==> src/rtl/tpu_pkg.sv <==
// Shared definitions for the TPU datapath: operand width, array size and
// the feeder sequencing states used by the skew feeder and the MAC array.
package tpu_pkg;

    localparam int BITS_AB_DEFAULT = 8;
    localparam int DIM_DEFAULT     = 8;

    typedef enum logic [1:0] {
        IDLE = 2'd0,
        FEED = 2'd1,
        DONE = 2'd2
    } state_t;

endpackage

==> src/rtl/tpu_skew_feeder.sv <==
// Holds a DIM x DIM signed operand matrix and streams it into a systolic
// array with a diagonal skew: lane i carries row i delayed by i beats.
// A stream only starts once every row has been loaded since the last stream.
module tpu_skew_feeder
    import tpu_pkg::*;
#(
    parameter int BITS_AB = BITS_AB_DEFAULT,
    parameter int DIM     = DIM_DEFAULT
) (
    input  logic                              clk,
    input  logic                              rst_n,
    input  logic                              load,
    input  logic [$clog2(DIM)-1:0]            row_addr,
    input  logic signed [DIM-1:0][BITS_AB-1:0] row_data,
    input  logic                              start,
    output logic                              busy,
    output logic                              done,
    output logic                              mac_en,
    output logic signed [DIM-1:0][BITS_AB-1:0] a_out
);

    localparam int                AW    = $clog2(DIM);
    localparam int                CNT_W = $clog2(2 * DIM);
    localparam logic [CNT_W-1:0]  LAST  = CNT_W'(2 * DIM - 2);

    state_t                            state_q, state_d;
    logic [CNT_W-1:0]                  cnt_q, cnt_d;
    logic [DIM-1:0]                    mask_q;
    logic signed [BITS_AB-1:0]         store [DIM][DIM];
    logic signed [DIM-1:0][BITS_AB-1:0] skew;
    logic signed [DIM-1:0][BITS_AB-1:0] a_d;
    logic                              mac_en_d;
    logic                              done_d;
    logic                              wr_en;
    logic                              accept;

    // Loads are only honoured while idle; start needs the full mask as it
    // stood before this edge, so a same-cycle load cannot complete it.
    assign wr_en  = load && (state_q == IDLE);
    assign accept = start && (state_q == IDLE) && (&mask_q);
    assign busy   = (state_q != IDLE);

    // Diagonal select: lane i reads column cnt-i of row i, zero outside the matrix
    always_comb begin
        skew = '0;
        for (int i = 0; i < DIM; i++) begin
            if ((cnt_q >= CNT_W'(i)) && ((cnt_q - CNT_W'(i)) < CNT_W'(DIM)))
                skew[i] = store[i][AW'(cnt_q - CNT_W'(i))];
        end
    end

    // Next state, beat counter and next registered outputs
    always_comb begin
        state_d  = state_q;
        cnt_d    = cnt_q;
        a_d      = '0;
        mac_en_d = 1'b0;
        done_d   = 1'b0;
        unique case (state_q)
            IDLE: begin
                if (accept) begin
                    state_d = FEED;
                    cnt_d   = '0;
                end
            end
            FEED: begin
                a_d      = skew;
                mac_en_d = 1'b1;
                cnt_d    = cnt_q + CNT_W'(1);
                if (cnt_q == LAST)
                    state_d = DONE;
            end
            DONE: begin
                done_d  = 1'b1;
                state_d = IDLE;
            end
            default: state_d = IDLE;
        endcase
    end

    // Control state and registered outputs
    always_ff @(posedge clk or negedge rst_n) begin
        if (!rst_n) begin
            state_q <= IDLE;
            cnt_q   <= '0;
            a_out   <= '0;
            mac_en  <= 1'b0;
            done    <= 1'b0;
        end else begin
            state_q <= state_d;
            cnt_q   <= cnt_d;
            a_out   <= a_d;
            mac_en  <= mac_en_d;
            done    <= done_d;
        end
    end

    // Row-loaded mask: set per loaded row, cleared when a stream completes
    always_ff @(posedge clk or negedge rst_n) begin
        if (!rst_n)
            mask_q <= '0;
        else if (state_q == DONE)
            mask_q <= '0;
        else if (wr_en)
            mask_q[row_addr] <= 1'b1;
    end

    // Operand store; contents are only meaningful once the mask is full
    always_ff @(posedge clk) begin
        if (wr_en) begin
            for (int j = 0; j < DIM; j++)
                store[row_addr][j] <= row_data[j];
        end
    end

endmodule
==> config.mk <==
export PLATFORM = sky130hd
export DESIGN_NAME = tpu_skew_feeder
export DESIGN_NICKNAME = d
export VERILOG_FILES = /design/src/rtl/tpu_pkg.sv /design/src/rtl/tpu_skew_feeder.sv
export SDC_FILE = /design/constraint.sdc
export NUM_CORES = 1
export LEC_CHECK = 0
export BUFFER_PORTS_ARGS = -buffer_cell sky130_fd_sc_hd__buf_2
export CAP_MARGIN = 20
export CORE_MARGIN = 10
export CORE_UTILIZATION = 55
export CTS_BUF_LIST = sky130_fd_sc_hd__clkbuf_4 sky130_fd_sc_hd__clkbuf_8
export CTS_CLUSTER_SIZE = 10
export DETAILED_ROUTE_END_ITERATION = 7
export GPL_TIMING_DRIVEN = 0
export HOLD_SLACK_MARGIN = 0.03
export PLACE_DENSITY = 0.76
export SLEW_MARGIN = 20
export SYNTH_ARGS = -nofsm -noshare
export SYNTH_HDL_FRONTEND = slang
export SYNTH_SLANG_ARGS = --single-unit
==> constraint.sdc <==
create_clock -name clk -period 5.9 [get_ports clk]
set_input_delay 0.59 -clock clk [delete_from_list [all_inputs] [get_ports clk]]
set_output_delay 0.59 -clock clk [all_outputs]
set_load 0.03 [all_outputs]
==> results of run 1 <==
## cell families (layout without fill, tap and decap cells)
family | after synthesis | count (layout)
XOR/XNOR | 5 | 5
AO/OA/AOI/OAI | 180 | 180
AND/OR/NAND/NOR | 155 | 155
buffers and inverters | 70 | 409
multiplexers | 167 | 167
adder cells (fa/ha/maj) | 12 | 12
flip-flops | 592 | 592
## layout by cell type, fill, tap and decap left out, drive strengths merged, types with 8 or more instances in the layout
cell       n
a2111oi   48
a211oi    48
a21oi     16
a22o      17
buf      218
clkbuf   162
clkinv    20
dfrtp     80
edfxtp   512
ha        12
mux2      64
mux2i     71
mux4      32
nand2     31
nand2b    10
nor2      21
nor2b     65
nor4      17
o21a       8
o22ai     33
## worst max-delay path: cells and delay by family (launching register included)
family | cells | cell delay [ps]
buf+inv | 8 | 2080
compound gates | 2 | 700
flops | 1 | 380
xor+xnor | 1 | 290
fa+ha+maj | 1 | 270
simple gates | 1 | 150
## what timing repair did
action	4_1_cts	5_1_grt
setup buffers	0	0
gates resized for setup	0	0
hold buffers	1	0
hold endpoints to repair	31	0
## power groups by stage
stage          logic (W)  clock network (W)  registers, W
2_1_floorplan    0.00241                  0       0.00532
6_report         0.00499            0.00344       0.00493
3_5_place_dp     0.00481                  0       0.00501
4_1_cts          0.00483            0.00346       0.00493
5_1_grt          0.00507            0.00364       0.00495
3_3_place_gp     0.00468                  0       0.00502
## through the flow
step / TNS [ps] / util / worst slack, ps / total power, W
2_1_floorplan: 0 / - / 130.0 / 0.007733
3_3_place_gp: -282070 / 0.5865 / -2287 / 0.009694
3_5_place_dp: 0 / 0.5992 / 1965 / 0.009823
4_1_cts: 0 / 0.6456 / 1930 / 0.01322
5_1_grt: 0 / 0.6461 / 1728 / 0.01367
6_report: 0 / 0.6461 / 1796 / 0.01336
## registers in the layout, summed over array words and instances (netlist names)
name and flops:
done 1, cnt_q 4, state_q 2, store 512, mac_en 1, a_out 64
mask_q 8
## worst max path at each step
stage,end,slack [ps],cells past startpoint
after detailed placement,a_out[12],1970,13
after global routing,a_out[30],1730,13
final,a_out[12],1800,13
after global placement,store[1][6],-2290,3
after floorplan,store[0][0],130,2
after CTS,a_out[12],1930,13
## layout make-up
cell class	count	area share
Sequential cell	592	0.6616
Multi-Input combinational cell	519	0.1818
Clock buffer	149	0.06784
Timing Repair Buffer	169	0.04378
Tap cell	532	0.02535
Buffer	63	0.01496
Clock inverter	21	0.003621
Inverter	7	0.001000
## per-layer routing
metal / global-route usage / wire length (um)
met5: 0 / 11
met4: 0.1025 / 2504
met3: 0.09439 / 9590
met2: 0.3787 / 28800
met1: 0.3353 / 23420
==> results_dict.tcl, run 1 <==
set metrics [dict create \
    status "complete, no violations" \
    rr_endpoint "a_out[12]" \
    synth_common_cells "edfxtp_1, dfrtp_1, mux2i_1, nor2b_1, mux2_2" \
    crit_top_cell "buf_6" \
    cp_data_required_time_ps 6340 \
    maxSlewViolCount 0 \
    io_buffers 137 \
    synth.distinct_cells 44 \
    synth_fa_ha_area_frac 0.006676 \
    wl_mm 64.32 \
    synthMuxAreaShare 0.09569 \
    cp.arrival_ps 4540 \
    final_antenna_net_count 0 \
    detail_route.drc_violations 0 \
    whs_endpoint "store[5][17]" \
    numCtsBuffers 91 \
    cts.sinks 592 \
    dp_hpwl_mm 40.49 \
    io_pins 138 \
    area_growth_pct 16.78 \
    max_freq_ghz 0.2437 \
    grt_max_degree 50 \
    rsz0062_at_grt "no" \
    synth.avg_cell_area_um2 19.04 \
    fill_cells 2705 \
    antenna_found_initial 2 \
    max_slew.worst_pin.slew_ps 1239 \
    reg2reg_depth 13 \
    reg2reg_setup_slack_ps 1800 \
    power_switching_w 0.005139 \
    p_sw_frac 0.3847 \
    vias 12950 \
    hold_viol_final 0 \
    grt_pass1_vias 12830 \
    synthMostInstantiatedCell "edfxtp_1" \
    grt_usage 0.2550 \
    coreArea_mm2 0.04065 \
    multi_input_area_mm2 0.004775 \
    fin_area_mm2 0.02626 \
    place_inst 1880 \
    stdcell_count 2052 \
    netlist_area_mm2 0.02249 \
    slowest_stage "a2111oi_1" \
    grt.overflow.total 0 \
    path_cells "buf_4 > buf_6 > buf_6 > buf_6 > buf_2 > inv_1 > ha_1 > xnor2_2 > nand2b_1 > buf_2 > buf_4 > o22ai_1 > a2111oi_1" \
    crit_type "register to register" \
    nets 1526 \
    rows 74 \
    min_period_ps 4104 \
    synth_compound_area_frac 0.06587 \
    critical_path.startpoint "cnt_q[0]" \
    clk_path_buf_depth 3 \
    relSlewSlack 0.1742 \
    start_util 0.5533 \
    yosysTopAreaCellShare 0.6837 \
    die-area_mm2 0.04938 \
    drt_iter0_drc 1963 \
    whs_ps 260.9 \
    gp_congestion 0.8964 \
    setup_viol 0 \
    syn_nets 1264 \
    grt_pass1_wl_mm 90.78 \
    insertion_delay_ps 640 \
    routed_via_density 6.308 \
    cts-root-buf "clkbuf_8" \
    synth-simple-area-share 0.03794 \
    die_h_um 222.2 \
    p_per_area_mw_per_mm2 508.7 \
    ys_top_cells_by_area "edfxtp_1, dfrtp_1, mux2_2" \
    first_pass_iters 5 \
    wire_per_inst_um 31.35 \
    hold_class "primary input to register" \
    cts_tree "built" \
    min_period_over_period 0.6955 \
    ff_latch_area_mm2 0.01738 \
    cp_max_fo 10 \
    synth_edf_count 512 \
    path_clk_slew_ps 60 \
    yosys_warnings 0 \
    async_reset_ff_frac 0.1351 \
    synth_ff_type "edfxtp_1" \
    n_antenna_cell 0 \
    comb_power_share 0.374 \
    cts_htree_levels 3 \
    netlist_instances 1181 \
    r2r_start "cnt_q[0]" \
    synth_top_family_by_area "multiplexers" \
    p_seq_frac 0.369 \
    cp-end-kind "register" \
    whs_path_depth 1 \
    placed_cell_area_mm2 0.02436 \
    clock_skew_ps 32.34 \
    synthXorXnorAreaFrac 0.002615 \
    start_kind "register" \
    yosysTopAreaCell "edfxtp_1" \
    maxCapViolCount 0 \
    drive_above_1_share 0.3388 \
    seq_area_frac_synth 0.7727 \
    power.internal_w 0.008220 \
    clock_power_share 0.257 \
    ys_seq_elements 592 \
    leakagePower_nw 9.321 \
    critical-path-max-stage-delay_ps 560 \
    hp-start "row_data[41]" \
    die_w_um 222.2 \
    ir_drop_mv 0.5600 \
]
(Power assumes the default switching activity.)
==> run 2: changes to the inputs <==
- PLACE_DENSITY: 0.76 -> 0.73
- clock period: 5.9 -> 4.05 ns (I/O delays scaled with it)
==> results_dict.tcl, run 2 (synthesis gave the netlist of run 1 again) <==
set metrics [dict create \
    cp_max_fo 14 \
    grt_usage 0.2599 \
    largest-register "store" \
    cts.sinks 592 \
    clk_path_buf_depth 3 \
    die_h_um 222.2 \
    tns_ps 0 \
    layout_commonest_cell "edfxtp_1" \
    largest_reg_flops 512 \
    grt.overflow.total 0 \
    cts_tree "built" \
    path_clk_slew_ps 60 \
    start_util 0.5533 \
    antenna_found_initial 1 \
    drive_above_1_share 0.3346 \
    drt_iter0_drc 1934 \
    die_w_um 222.2 \
    die-area_mm2 0.04938 \
    cp_data_required_time_ps 4510 \
    gp_congestion 0.8998 \
    coreArea_mm2 0.04065 \
    clock_skew_ps 27.76 \
    min_period_over_period 0.8981 \
    leakagePower_nw 9.336 \
    relSlewSlack 0.1562 \
    maxCapViolCount 0 \
    grt_pass1_wl_mm 92.33 \
    rows 74 \
    p_total_w 0.01965 \
    post-place-ws_ps 95.92 \
    io_buffers 137 \
    top_regs "store: 512 flops, a_out: 64 flops, mask_q: 8 flops" \
    wl_mm 64.80 \
    layout_common_cells "edfxtp_1, buf_2, clkbuf_8, dfrtp_1, mux2i_1" \
    cts-root-buf "clkbuf_8" \
    detail_route.drc_violations 0 \
    fill_cells 2716 \
    ir_drop_mv 0.6152 \
    p_per_area_mw_per_mm2 744.3 \
    fin_util 0.6494 \
    grt_pass1_vias 13070 \
    cp-end-kind "register" \
    hold_viol_final 0 \
    min_period_ps 3637 \
    final_antenna_net_count 0 \
    crit_type "register to register" \
    io_pins 138 \
    hold_class "primary input to register" \
    finalWorstSetupSlack_ps 412.8 \
    maxSlewViolCount 0 \
    max_freq_ghz 0.2749 \
    grt_max_degree 51 \
    insertion_delay_ps 670 \
    cp.arrival_ps 4100 \
    cts_htree_levels 3 \
    numCtsBuffers 93 \
    nets 1525 \
    wire_per_inst_um 31.55 \
    max_slew.worst_pin.slew_ps 1266 \
    first_pass_iters 6 \
    dp_hpwl_mm 40.65 \
    area_growth_pct 17.36 \
    routed_via_density 6.344 \
    vias 13030 \
    status "complete, no violations" \
    rsz0062_at_grt "no" \
    setup_viol 0 \
    start_kind "register" \
]
[run 2: worst max-delay path: stages (launching register included)]
cell and delay, ps:
dfrtp_1 450, buf_2 270, inv_1 110, clkbuf_2 440, ha_1 440, clkbuf_1 220
nor2_2 850, buf_4 470, a2111oi_2 170
[run 2: cell type report]
| cell class | instances | area [um2] | share of cell area |
|---|---|---|---|
| sequential | 592 | 17380 | 0.6584 |
| tap | 532 | 665.6 | 0.02522 |
| multi-input combinational | 519 | 4802 | 0.1819 |
| inverter | 7 | 26.28 | 0.0009955 |
| timing repair buffer | 167 | 1204 | 0.04560 |
| antenna | 1 | 2.502 | 0.00009481 |
| buffer | 62 | 387.9 | 0.01470 |
| clock inverter | 30 | 166.4 | 0.006305 |
| clock buffer | 144 | 1763 | 0.06679 |
[run 2: metal layers]
layer / GRT usage / wire length (um)
met2: 0.3797 / 28660
met1: 0.3480 / 23890
met5: 0.01308 / 64
met4: 0.1266 / 3378
met3: 0.07995 / 8809
[run 2: worst paths after layout]
kind                         startpoint            to  slack [ps]  depth (start not counted)
min in group asynchronous         rst_n     a_out[14]         250                          2
setup / recovery               cnt_q[1]     a_out[44]         410                          8
hold reg to reg               mask_q[7]     mask_q[7]         500                          1
max in group asynchronous         rst_n     a_out[15]        3170                          3
hold / removal             row_data[17]  store[0][41]          40                          1
setup reg to reg               cnt_q[1]     a_out[44]         410                          8
[run 2: repair_timing]
action	4_1_cts	5_1_grt
endpoints found under the hold margin	41	0
setup endpoints to repair	0	5
resized for setup	0	3
setup buffers	0	0
hold buffers	4	0
[run 2: through the flow]
stage	area, um2	instances	hold WS, ps
floorplan	22500	1181	109.4
global placement	23850	1850	473.1
detailed placement	24390	1875	410.1
CTS	26360	2053	34.26
global route	26390	2053	38.12
finish	26390	2054	41.00
[run 2: power breakdown]
group          internal [W]  switching, W
clock network       0.00283       0.00231
registers           0.00705      0.000122
logic               0.00216       0.00516
total                0.0121       0.00759
